<file path="config.mk">
export PLATFORM = sky130hd
export DESIGN_NAME = mem_access_unit
export DESIGN_NICKNAME = d
export VERILOG_FILES = /design/src/rtl/mem_access_unit.sv
export SDC_FILE = /design/constraint.sdc
export NUM_CORES = 1
export LEC_CHECK = 0
export CAP_MARGIN = 20
export CORE_AREA = 5 5 126 128
export DETAILED_ROUTE_END_ITERATION = 6
export DIE_AREA = 0 0 131 133
export GPL_TIMING_DRIVEN = 1
export HOLD_SLACK_MARGIN = 0.15
export PLACE_DENSITY = 0.87
export SETUP_SLACK_MARGIN = 0.4
export SYNTH_ARGS = -nofsm -noshare
export SYNTH_HDL_FRONTEND = slang
export SYNTH_SLANG_ARGS = --single-unit
</file>
<file path="constraint.sdc">
create_clock -name clk -period 5.9 [get_ports clk]
set_clock_uncertainty 0.2 [all_clocks]
set_input_delay 1.18 -clock clk [delete_from_list [all_inputs] [get_ports clk]]
set_output_delay 1.18 -clock clk [all_outputs]
set_load 0.05 [all_outputs]
</file>
<file path="src/rtl/mem_access_unit.sv">
// -----------------------------------------------------------------------------
// mem_access_unit
//   Load/store access stage in front of a word-addressed data memory.
//   Accepts byte-addressed byte/half/word requests, issues single-cycle
//   mem_read / mem_write strobes, extracts and extends load lanes, and
//   performs read-modify-write for sub-word stores. Misaligned or
//   illegal-size requests are answered with resp_misalign without any
//   memory access.
//
// Ports
//   clk, rst            clock, asynchronous active-high reset
//   req_valid/req_ready request handshake (ready only while idle)
//   req_we              1 = store, 0 = load
//   req_size            00 byte, 01 half, 10 word, 11 illegal
//   req_unsigned        load zero-extend when 1
//   req_addr            byte address
//   req_wdata           store data (byte/half from LSBs)
//   resp_valid          single-cycle completion pulse
//   resp_misalign       request rejected (with resp_valid)
//   resp_rdata          extended load data, 0 for stores/errors, held
//   mem_read/mem_write  memory strobes (never together)
//   mem_addr            word index of the latched byte address
//   mem_wdata           full word to write
//   mem_rdata           read data, valid the cycle after the mem_read edge
//
// WORD_W must be 32: byte lanes are fixed at four 8-bit lanes.
// -----------------------------------------------------------------------------
module mem_access_unit #(
   parameter int ADDR_W = 32,
   parameter int WORD_W = 32
) (
   input  logic              clk,
   input  logic              rst,
   input  logic              req_valid,
   output logic              req_ready,
   input  logic              req_we,
   input  logic [1:0]        req_size,
   input  logic              req_unsigned,
   input  logic [ADDR_W-1:0] req_addr,
   input  logic [WORD_W-1:0] req_wdata,
   output logic              resp_valid,
   output logic              resp_misalign,
   output logic [WORD_W-1:0] resp_rdata,
   output logic              mem_read,
   output logic              mem_write,
   output logic [ADDR_W-1:0] mem_addr,
   output logic [WORD_W-1:0] mem_wdata,
   input  logic [WORD_W-1:0] mem_rdata
);

   typedef enum logic [2:0] {
      S_IDLE,
      S_RD,
      S_WAIT,
      S_WR,
      S_DONE,
      S_ERR
   } state_t;

   state_t              state_q,     state_d;
   logic                we_q,        we_d;
   logic [1:0]          size_q,      size_d;
   logic                uns_q,       uns_d;
   logic [ADDR_W-1:0]   addr_q,      addr_d;
   logic [WORD_W-1:0]   wdata_q,     wdata_d;
   logic [WORD_W-1:0]   mem_wdata_q, mem_wdata_d;
   logic [WORD_W-1:0]   rdata_q,     rdata_d;

   // Size 11 is always illegal; halves need addr[0]=0, words addr[1:0]=0.
   function automatic logic is_misaligned(input logic [1:0] sz, input logic [1:0] off);
      logic bad;
      case (sz)
         2'b00:   bad = 1'b0;
         2'b01:   bad = off[0];
         2'b10:   bad = (off != 2'b00);
         default: bad = 1'b1;
      endcase
      return bad;
   endfunction

   // Little-endian lane select followed by sign/zero extension.
   function automatic logic [WORD_W-1:0] load_extract(input logic [WORD_W-1:0] w,
                                                      input logic [1:0]        sz,
                                                      input logic [1:0]        off,
                                                      input logic              uns);
      logic [7:0]        b;
      logic [15:0]       h;
      logic [WORD_W-1:0] r;
      case (off)
         2'b00:   b = w[7:0];
         2'b01:   b = w[15:8];
         2'b10:   b = w[23:16];
         default: b = w[31:24];
      endcase
      h = off[1] ? w[31:16] : w[15:0];
      case (sz)
         2'b00:   r = {{24{b[7] & ~uns}}, b};
         2'b01:   r = {{16{h[15] & ~uns}}, h};
         default: r = w;
      endcase
      return r;
   endfunction

   // Replace only the addressed byte/half of the word read back from memory.
   function automatic logic [WORD_W-1:0] store_merge(input logic [WORD_W-1:0] w,
                                                     input logic [1:0]        sz,
                                                     input logic [1:0]        off,
                                                     input logic [WORD_W-1:0] d);
      logic [WORD_W-1:0] r;
      r = w;
      case (sz)
         2'b00: begin
            case (off)
               2'b00:   r[7:0]   = d[7:0];
               2'b01:   r[15:8]  = d[7:0];
               2'b10:   r[23:16] = d[7:0];
               default: r[31:24] = d[7:0];
            endcase
         end
         2'b01: begin
            if (off[1]) r[31:16] = d[15:0];
            else        r[15:0]  = d[15:0];
         end
         default: r = d;
      endcase
      return r;
   endfunction

   always_ff @(posedge clk or posedge rst) begin
      if (rst) begin
         state_q     <= S_IDLE;
         we_q        <= 1'b0;
         size_q      <= 2'b00;
         uns_q       <= 1'b0;
         addr_q      <= '0;
         wdata_q     <= '0;
         mem_wdata_q <= '0;
         rdata_q     <= '0;
      end else begin
         state_q     <= state_d;
         we_q        <= we_d;
         size_q      <= size_d;
         uns_q       <= uns_d;
         addr_q      <= addr_d;
         wdata_q     <= wdata_d;
         mem_wdata_q <= mem_wdata_d;
         rdata_q     <= rdata_d;
      end
   end

   always_comb begin
      state_d     = state_q;
      we_d        = we_q;
      size_d      = size_q;
      uns_d       = uns_q;
      addr_d      = addr_q;
      wdata_d     = wdata_q;
      mem_wdata_d = mem_wdata_q;
      rdata_d     = rdata_q;
      case (state_q)
         S_IDLE: begin
            if (req_valid) begin
               we_d    = req_we;
               size_d  = req_size;
               uns_d   = req_unsigned;
               addr_d  = req_addr;
               wdata_d = req_wdata;
               if (is_misaligned(req_size, req_addr[1:0])) begin
                  state_d = S_ERR;
                  rdata_d = '0;
               end else if (req_we && (req_size == 2'b10)) begin
                  // Full-word stores need no read-back.
                  state_d     = S_WR;
                  mem_wdata_d = req_wdata;
               end else begin
                  state_d = S_RD;
               end
            end
         end
         S_RD:   state_d = S_WAIT;
         S_WAIT: begin
            if (we_q) begin
               mem_wdata_d = store_merge(mem_rdata, size_q, addr_q[1:0], wdata_q);
               state_d     = S_WR;
            end else begin
               rdata_d = load_extract(mem_rdata, size_q, addr_q[1:0], uns_q);
               state_d = S_DONE;
            end
         end
         S_WR: begin
            rdata_d = '0;
            state_d = S_DONE;
         end
         S_DONE:  state_d = S_IDLE;
         S_ERR:   state_d = S_IDLE;
         default: state_d = S_IDLE;
      endcase
   end

   assign req_ready     = (state_q == S_IDLE);
   assign mem_read      = (state_q == S_RD);
   assign mem_write     = (state_q == S_WR);
   assign resp_valid    = (state_q == S_DONE) || (state_q == S_ERR);
   assign resp_misalign = (state_q == S_ERR);
   assign resp_rdata    = rdata_q;
   assign mem_addr      = {2'b00, addr_q[ADDR_W-1:2]};
   assign mem_wdata     = mem_wdata_q;

endmodule
</file>
==> out/summary.log, run 1 <==
INFO  run_status     outcome=finished, final reports clean
INFO  timing         timing.hold.ws=277ps
INFO  clock_tree     cts_tree=done
INFO  timing         final_setup_margin=2510ps
INFO  logic_synthesis synthArstFlopShare=100%
INFO  timing         final_min_period_over_clock_period=57.5%
INFO  setup_path     cp_data_arrival_time=2010ps
INFO  clock_tree     ctsRootBufferMaster=sky130_fd_sc_hd__clkbuf_16
INFO  global_routing via_count_of_the_first_global_routing_pass=5699
INFO  pwr            power_leakage=3.85nW
INFO  logic_synthesis netlist-cell-type-count=47
INFO  clock_tree     cts_inserted_buffers=17
INFO  die            initial_core_util=46.5%
INFO  logic_synthesis netlist_area=6860um^2
INFO  clock_tree     cts.path.max_buffers=2
INFO  timing         fmax=295MHz
INFO  pwr            fin_total_pwr=0.00608W
INFO  clock_tree     post_cts_clock_slew_at_the_launch_and_capture_registers_of_the_worst_setup_and_hold_paths=60ps
INFO  routing        drt.antenna.violating_nets=0
INFO  global_routing groute.usage.overall=23.5%
INFO  setup_path     path_max_fanout=10
INFO  setup_path     cpPeakStageDelay=810ps
INFO  pwr            pwr_density_cell=648nW/um^2
INFO  timing         setup_tns=0ps
INFO  global_routing antenna_found_initial=0
INFO  timing         number_of_max_slew_violations_in_the_final_report=0
INFO  cells_and_area area_delta_synth_final=36.8%
INFO  cells_and_area num_antenna_cells=0
INFO  setup_path     worst_setup_end_kind=output pin
INFO  logic_synthesis post_synth_inst_count=651
INFO  placement      hpwlAfterDp=14.3mm
INFO  timing         setup_viol=0
INFO  cells_and_area post_route_cells_drive_above_1_share=14.0%
INFO  pwr            ir_worst_vdd=0.406mV
INFO  logic_synthesis number_of_enable_flip_flop_cells_after_synthesis=0
INFO  die            ports=204
INFO  routing        route.final.wire_length=20.4mm
INFO  placement      routabilityCongestion=0.949
INFO  placement      io_buffers=201
INFO  setup_path     criticalPathCategory=register to output pin
INFO  logic_synthesis top_flip_flop_cell_by_instance_count_after_synthesis=sky130_fd_sc_hd__dfrtp_1
INFO  cells_and_area finish.net_count=902
INFO  die            height_of_the_chip=133um
INFO  setup_path     startpoint_type=register
INFO  setup_path     r2r_slack=3060ps
INFO  logic_synthesis synthesis.area_per_instance=10.5um^2
INFO  global_routing grt_overflow=0
INFO  timing         max_slew_margin=32.1%
INFO  clock_tree     post_cts_resized=0
INFO  die            fp-row-count=45
INFO  run            max_cap_viol_count=0
INFO  clock_tree     cts_hold_buf=0
INFO  routing        via_count=5807
INFO  global_routing grt_start_max_net_pins=105
INFO  die            fp.dieArea=17400um^2
INFO  placement      dp_slack=2360ps
INFO  timing         timing_worst_slew_pin_value=1010ps
INFO  logic_synthesis yosys_register_bits=135
INFO  timing         fin_crit=3390ps
INFO  clock_tree     cts_sinks=135
INFO  setup_path     path_cells=nand2b_1, nor2_1, clkdlybuf4s50_1
INFO  hold_path      hold_removal_path_class=register to register
INFO  clock_tree     post-cts-setup-buffer-count=0
INFO  timing         grt_setup_unrepaired=no
INFO  routing        drc_errors=0
INFO  die            fp.dieW=131um
INFO  clock_tree     insertion_delay=420ps
INFO  cells_and_area layout.filler_cells=1189
INFO  setup_path     worstPathRequired=4520ps
INFO  timing         final_hold_violating_endpoints=0
INFO  logic_synthesis seq_area_frac_synth=49.2%
INFO  routing        drt_first_iter_violations=521
INFO  routing        average_wire_per_standard_cell=20.4um
INFO  clock_tree     clock_tree.htree_level_count=4
INFO  die            core=14800um^2
INFO  routing        detail_route.first_pass.iterations=5
INFO  global_routing grt_pass1_wl=31.5mm
INFO  routing        route.detailed.vias_per_inst=5.81
INFO  setup_path     crit_path_top_delay_cell=sky130_fd_sc_hd__clkdlybuf4s50_1
INFO  logic_synthesis synthesis.yosys.warnings=0
-- path summary, 6_finish.rpt --
path | from | to | cells after the start
min in group asynchronous | rst | addr_q[10]$_DFFE_PP0P_ | 2
min | resp_rdata[2]$_DFFE_PP0P_ | resp_rdata[2]$_DFFE_PP0P_ | 2
max in group asynchronous | rst | state_q[1]$_DFFE_PP0P_ | 3
max | state_q[1]$_DFFE_PP0P_ | mem_read | 3
min reg2reg | resp_rdata[2]$_DFFE_PP0P_ | resp_rdata[2]$_DFFE_PP0P_ | 2
max reg2reg | addr_q[1]$_DFFE_PP0P_ | resp_rdata[13]$_DFFE_PP0P_ | 5
-- cells by family (layout without fill, tap and decap cells) --
family	Yosys count	after routing	synth area share, %
buffers and inverters	89	249	7.44
AND/OR/NAND/NOR	138	138	9.61
flip-flops	135	135	49.2
other	1	2	0.0547
multiplexers	85	85	13.9
AO/OA/AOI/OAI	203	203	19.8
-- cell usage in the layout (no fill, tap or decap), types with 2 or more instances in the layout --
cell type	count
sky130_fd_sc_hd__a211oi_1	12
sky130_fd_sc_hd__a21oi_1	25
sky130_fd_sc_hd__a221o_1	20
sky130_fd_sc_hd__a221oi_1	15
sky130_fd_sc_hd__a22o_1	7
sky130_fd_sc_hd__a22oi_1	4
sky130_fd_sc_hd__a311oi_1	3
sky130_fd_sc_hd__a31oi_1	4
sky130_fd_sc_hd__and2_1	7
sky130_fd_sc_hd__and3_1	9
sky130_fd_sc_hd__buf_4	8
sky130_fd_sc_hd__bufinv_16	5
sky130_fd_sc_hd__clkbuf_16	17
sky130_fd_sc_hd__clkbuf_8	2
sky130_fd_sc_hd__clkdlybuf4s50_1	201
sky130_fd_sc_hd__clkinv_2	3
sky130_fd_sc_hd__clkinvlp_4	2
sky130_fd_sc_hd__conb_1	2
sky130_fd_sc_hd__dfrtp_1	135
sky130_fd_sc_hd__inv_1	6
sky130_fd_sc_hd__inv_6	2
sky130_fd_sc_hd__mux2_1	6
sky130_fd_sc_hd__mux2_2	66
sky130_fd_sc_hd__mux2i_1	12
sky130_fd_sc_hd__nand2_1	62
sky130_fd_sc_hd__nand2b_1	6
sky130_fd_sc_hd__nand3_1	2
sky130_fd_sc_hd__nor2_1	25
sky130_fd_sc_hd__nor2b_1	13
sky130_fd_sc_hd__nor3b_1	6
sky130_fd_sc_hd__o211ai_1	7
sky130_fd_sc_hd__o21a_1	7
sky130_fd_sc_hd__o21ai_0	71
sky130_fd_sc_hd__o21ai_1	3
sky130_fd_sc_hd__o221ai_1	6
sky130_fd_sc_hd__o22ai_1	13
-- synthesized netlist by cell type (2+ instances only) --
| cell type | n | area [um^2] |
|---|---|---|
| sky130_fd_sc_hd__mux2_1 | 6 | 67.6 |
| sky130_fd_sc_hd__a22o_1 | 7 | 61.3 |
| sky130_fd_sc_hd__inv_1 | 7 | 26.3 |
| sky130_fd_sc_hd__a22oi_1 | 4 | 30.0 |
| sky130_fd_sc_hd__o21ai_1 | 3 | 15.0 |
| sky130_fd_sc_hd__dfrtp_1 | 135 | 3380 |
| sky130_fd_sc_hd__clkbuf_1 | 19 | 71.3 |
| sky130_fd_sc_hd__nor2_1 | 25 | 93.8 |
| sky130_fd_sc_hd__a221o_1 | 20 | 200 |
| sky130_fd_sc_hd__o211ai_1 | 7 | 52.6 |
| sky130_fd_sc_hd__a31oi_1 | 4 | 25.0 |
| sky130_fd_sc_hd__nand2_1 | 62 | 233 |
| sky130_fd_sc_hd__nand3_1 | 2 | 10.0 |
| sky130_fd_sc_hd__a311oi_1 | 3 | 26.3 |
| sky130_fd_sc_hd__nor3b_1 | 7 | 52.6 |
| sky130_fd_sc_hd__o21ai_0 | 71 | 355 |
| sky130_fd_sc_hd__buf_4 | 34 | 255 |
| sky130_fd_sc_hd__buf_2 | 21 | 105 |
| sky130_fd_sc_hd__mux2i_1 | 12 | 120 |
| sky130_fd_sc_hd__buf_1 | 5 | 18.8 |
| sky130_fd_sc_hd__and3_1 | 9 | 56.3 |
| sky130_fd_sc_hd__and2_1 | 7 | 43.8 |
| sky130_fd_sc_hd__nor2b_1 | 13 | 81.3 |
| sky130_fd_sc_hd__a221oi_1 | 15 | 131 |
| sky130_fd_sc_hd__buf_6 | 3 | 33.8 |
| sky130_fd_sc_hd__o221ai_1 | 6 | 52.6 |
| sky130_fd_sc_hd__o22ai_1 | 13 | 81.3 |
| sky130_fd_sc_hd__o21a_1 | 7 | 52.6 |
| sky130_fd_sc_hd__mux2_2 | 66 | 743 |
| sky130_fd_sc_hd__nand2b_1 | 6 | 37.5 |
| sky130_fd_sc_hd__a211oi_1 | 12 | 90.1 |
| sky130_fd_sc_hd__a21oi_1 | 25 | 125 |
-- metal layers --
metal	up-vias	track usage [%]	wire, um
li1	2658	-	-
met1	2807	31.1	8070
met2	288	35.7	9680
met3	54	7.47	1960
met4	0	9.43	716
met5	-	0	0
-- state kept, by name (all words and copies together) (netlist names) --
name / count
mem_wdata: 32
uns_q: 1
resp_rdata: 32
addr_q: 32
wdata_q: 32
size_q: 2
state_q: 3
we_q: 1
-- area by class of cell --
class                           count  area (um^2)  share of cell area, %
Tap cell                          188          235                   2.51
Clock inverter                     12          198                   2.11
Multi-Input combinational cell    428         2990                   31.8
Inverter                            7         31.3                  0.333
Timing Repair Buffer              210         2100                   22.4
Clock buffer                       20          457                   4.87
Sequential cell                   135         3380                   36.0
-- report_power, final --
part	internal [W]	total (W)	switching [W]
registers	0.00134	0.00170	0.000362
logic	0.00121	0.00320	0.00199
clock network	0.000772	0.00117	0.000401
-- worst max-delay path, delay by kind of cell (launching register included) --
| kind | cells | cell delay [ps] |
|---|---|---|
| and+or+nand+nor | 2 | 320 |
| buffers and inverters | 1 | 810 |
| DFF | 1 | 470 |
-- per-stage QoR --
stage / instances / utilization, % / area (um^2)
after floorplan: 652 / - / 6870
after global placement: 967 / 59.0 / 8700
after detailed placement: 967 / 59.0 / 8700
after CTS: 999 / 63.4 / 9360
after global routing: 1000 / 63.6 / 9390
final: 1000 / 63.6 / 9390
Power figures use the tool's default switching activity.
==> run 2: changes to the inputs <==
--- a/config.mk
+++ b/config.mk
@@ -6,12 +6,12 @@
 export NUM_CORES = 1
 export LEC_CHECK = 0
 export CAP_MARGIN = 20
-export CORE_AREA = 5 5 126 128
+export CORE_AREA = 5 5 133 135
 export DETAILED_ROUTE_END_ITERATION = 6
-export DIE_AREA = 0 0 131 133
+export DIE_AREA = 0 0 138 140
 export GPL_TIMING_DRIVEN = 1
 export HOLD_SLACK_MARGIN = 0.15
-export PLACE_DENSITY = 0.87
+export PLACE_DENSITY = 0.83
 export SETUP_SLACK_MARGIN = 0.4
 export SYNTH_ARGS = -nofsm -noshare
 export SYNTH_HDL_FRONTEND = slang
==> constraint.sdc (replaced) <==
create_clock -name clk -period 2.8 [get_ports clk]
set_clock_uncertainty 0.2 [all_clocks]
set_input_delay 0.56 -clock clk [delete_from_list [all_inputs] [get_ports clk]]
set_output_delay 0.56 -clock clk [all_outputs]
set_load 0.05 [all_outputs]
==> out/summary.log, run 2 (synthesis gave the netlist of run 1 again) <==
INFO  hold_path      min_from=mem_wdata[4]$_DFFE_PP0P_
INFO  clock_tree     cts_hold_buf=0 [unchanged]
INFO  setup_path     path_depth=1 [-2]
INFO  setup_path     startpoint_type=register
INFO  cells_and_area layout.filler_cells=1380 [+16%]
INFO  setup_path     cell_type_group_with_the_largest_total_delay_on_the_critical_path=buffers and inverters
INFO  routing        drc_errors=0 [unchanged]
INFO  pwr            ir_worst_vdd=0.556mV [+37%]
INFO  die            fp.dieW=138um [+5.3%]
INFO  setup_path     critical_path.reg2reg.endpoint=state_q[1]$_DFFE_PP0P_
INFO  timing         setup_tns=0ps [unchanged]
INFO  die            initial_core_util=42.0% [-4.5 points]
INFO  routing        drt_first_iter_violations=586 [+12%]
INFO  hold_path      worst_hold_path.endpoint=mem_wdata[4]$_DFFE_PP0P_
INFO  run_status     outcome=finished, final reports clean
INFO  clock_tree     post-cts-setup-buffer-count=0 [unchanged]
INFO  setup_path     path_max_fanout=2 [-8]
INFO  setup_path     criticalPathCategory=register to output pin
INFO  timing         grt_setup_unrepaired=no
INFO  placement      place_area=9040um^2 [+3.9%]
INFO  timing         fin_crit=2360ps
INFO  cells_and_area final_cell_count_no_fill=1056 [+5.6%]
INFO  clock_tree     ctsRootBufferMaster=sky130_fd_sc_hd__clkbuf_16
INFO  setup_path     cp_data_arrival_time=1600ps [-410 ps]
INFO  die            fp.dieArea=19300um^2 [+11%]
INFO  routing        drt.antenna.violating_nets=0 [unchanged]
INFO  timing         max_slew_margin=50.5% [+18 points]
INFO  routing        route.detailed.vias_per_inst=5.64 [-2.9%]
INFO  placement      io_buffers=201 [unchanged]
INFO  global_routing antenna_found_initial=0 [unchanged]
INFO  die            ports=204 [unchanged]
INFO  global_routing via_count_of_the_first_global_routing_pass=6149 [+7.9%]
INFO  routing        via_count=5953 [+2.5%]
INFO  routing        average_wire_per_standard_cell=20.4um [about the same]
INFO  setup_path     path_cells=clkdlybuf4s50_1
INFO  global_routing grt_overflow=0 [unchanged]
INFO  clock_tree     insertion_delay=430ps [about the same]
INFO  timing         number_of_max_slew_violations_in_the_final_report=0 [unchanged]
INFO  setup_path     r2r_slack=600ps [-2460 ps]
INFO  setup_path     worst_setup_end_kind=output pin
INFO  timing         setup_viol=0 [unchanged]
INFO  setup_path     r2r.worst_path.cells=6 [+1]
INFO  pwr            pwr_density_cell=1350nW/um^2 [+110%]
INFO  pwr            fin_total_pwr=0.0132W [+120%]
INFO  routing        detail_route.first_pass.iterations=5 [unchanged]
INFO  die            core=16300um^2 [+11%]
INFO  timing         timing_worst_slew_pin_value=741ps [-273 ps]
INFO  setup_path     worstPathRequired=2040ps [-2480 ps]
INFO  timing         final_hold_violating_endpoints=0 [unchanged]
INFO  clock_tree     cts_inserted_buffers=17 [unchanged]
INFO  hold_path      hold_removal_path_class=register to register
INFO  hold_path      hold_depth=2 [unchanged]
INFO  cells_and_area num_antenna_cells=0 [unchanged]
INFO  timing         fmax=423MHz
INFO  global_routing grt_pass1_wl=33.7mm [+7.0%]
INFO  timing         final_setup_margin=437ps [-2070 ps]
INFO  die            fp-row-count=47 [+4.4%]
INFO  global_routing groute.usage.overall=22.0% [-1.5 points]
INFO  setup_path     cp_num_buf_inv=1 [unchanged]
INFO  cells_and_area post_route_cells_drive_above_1_share=17.7% [+3.7 points]
INFO  global_routing grt_start_max_net_pins=41 [-61%]
INFO  cells_and_area mostFrequentLayoutCell=sky130_fd_sc_hd__clkdlybuf4s50_1
INFO  placement      routabilityCongestion=0.932 [-1.8%]
INFO  setup_path     cpPeakStageDelay=830ps [+20 ps]
INFO  pwr            power_leakage=4.47nW [+16%]
INFO  cells_and_area finalInstanceArea=9820um^2 [+4.7%]
INFO  setup_path     timing.rr.start=state_q[1]$_DFFE_PP0P_
INFO  cells_and_area most_frequent_cells_in_the_layout=157 x sky130_fd_sc_hd__clkdlybuf4s50_1, 134 x sky130_fd_sc_hd__dfrtp_1, 71 x sky130_fd_sc_hd__o21ai_0
INFO  setup_path     crit_path_top_delay_cell=sky130_fd_sc_hd__clkdlybuf4s50_1
INFO  placement      hpwlAfterDp=16.1mm [+13%]
INFO  placement      placedCellCount=1024 [+5.9%]
INFO  clock_tree     cts.path.max_buffers=2 [unchanged]
INFO  clock_tree     clock_tree.htree_level_count=4 [unchanged]
INFO  clock_tree     cts_tree=done
INFO  placement      dp_slack=121ps [-2240 ps]
INFO  cells_and_area area_delta_synth_final=43.2%
INFO  die            height_of_the_chip=140um [+5.3%]
INFO  clock_tree     post_cts_clock_slew_at_the_launch_and_capture_registers_of_the_worst_setup_and_hold_paths=60ps [about the same]
INFO  cells_and_area finish.net_count=926 [+2.7%]
INFO  timing         final_min_period_over_clock_period=84.4%
INFO  run            max_cap_viol_count=0 [unchanged]
INFO  routing        route.final.wire_length=21.6mm [+5.6%]
INFO  clock_tree     cts_sinks=135 [unchanged]
## run 2: how the worst max path moves through the flow
| stage | endpoint | from | slack [ps] |
|---|---|---|---|
| floorplan | addr_q[0]$_DFFE_PP0P_ | rst | 360 |
| global placement | mem_wdata[0]$_DFFE_PP0P_ | req_addr[0] | 210 |
| detailed placement | mem_wdata[11]$_DFFE_PP0P_ | req_addr[1] | 120 |
| CTS | resp_misalign | state_q[1]$_DFFE_PP0P_ | 320 |
| global route | mem_addr[16] | addr_q[18]$_DFFE_PP0P_ | 400 |
| finish | mem_wdata[25] | mem_wdata[25]$_DFFE_PP0P_ | 440 |
## run 2: routing by layer
metal	up-vias	track usage (%)	wire length, um
met5	-	0	0
met3	63	8.04	2080
li1	2709	-	-
met2	286	34.9	10300
met4	0	10.5	973
met1	2895	26.7	8190
## run 2: repair_timing
item,CTS,global route
gates cloned,0,0
gates resized for setup,23,38
setup endpoints to repair,13,53
pin swaps,0,0
## run 2: cell type report
| type | instances | area [um^2] | area share [%] |
|---|---|---|---|
| Clock buffer | 20 | 467 | 4.75 |
| Sequential cell | 135 | 3380 | 34.4 |
| Clock inverter | 12 | 244 | 2.48 |
| Tap cell | 220 | 275 | 2.80 |
| Multi-Input combinational cell | 428 | 3000 | 30.5 |
| Inverter | 7 | 30.0 | 0.306 |
| Timing Repair Buffer | 234 | 2430 | 24.8 |
## run 2: worst reg2reg max path: stages (launching register included)
cell	delay [ps]
sky130_fd_sc_hd__dfrtp_1	480
sky130_fd_sc_hd__nand2b_1	280
sky130_fd_sc_hd__nor3_4	430
sky130_fd_sc_hd__buf_4	260
sky130_fd_sc_hd__nor4b_1	290
sky130_fd_sc_hd__nor2_1	80
sky130_fd_sc_hd__nor2_1	100
## run 2: power breakdown
| group | switching (W) | internal (W) |
|---|---|---|
| combinational | 0.00441 | 0.00266 |
| clock | 0.000854 | 0.00183 |
| sequential | 0.000643 | 0.00283 |
| total | 0.00590 | 0.00732 |
## run 2: per-stage QoR
step / hold WS, ps / utilization (%)
2_1_floorplan: 259 / -
3_3_place_gp: 263 / 55.3
3_5_place_dp: 270 / 55.3
4_1_cts: 283 / 59.6
5_1_grt: 304 / 60.1
6_report: 276 / 60.1
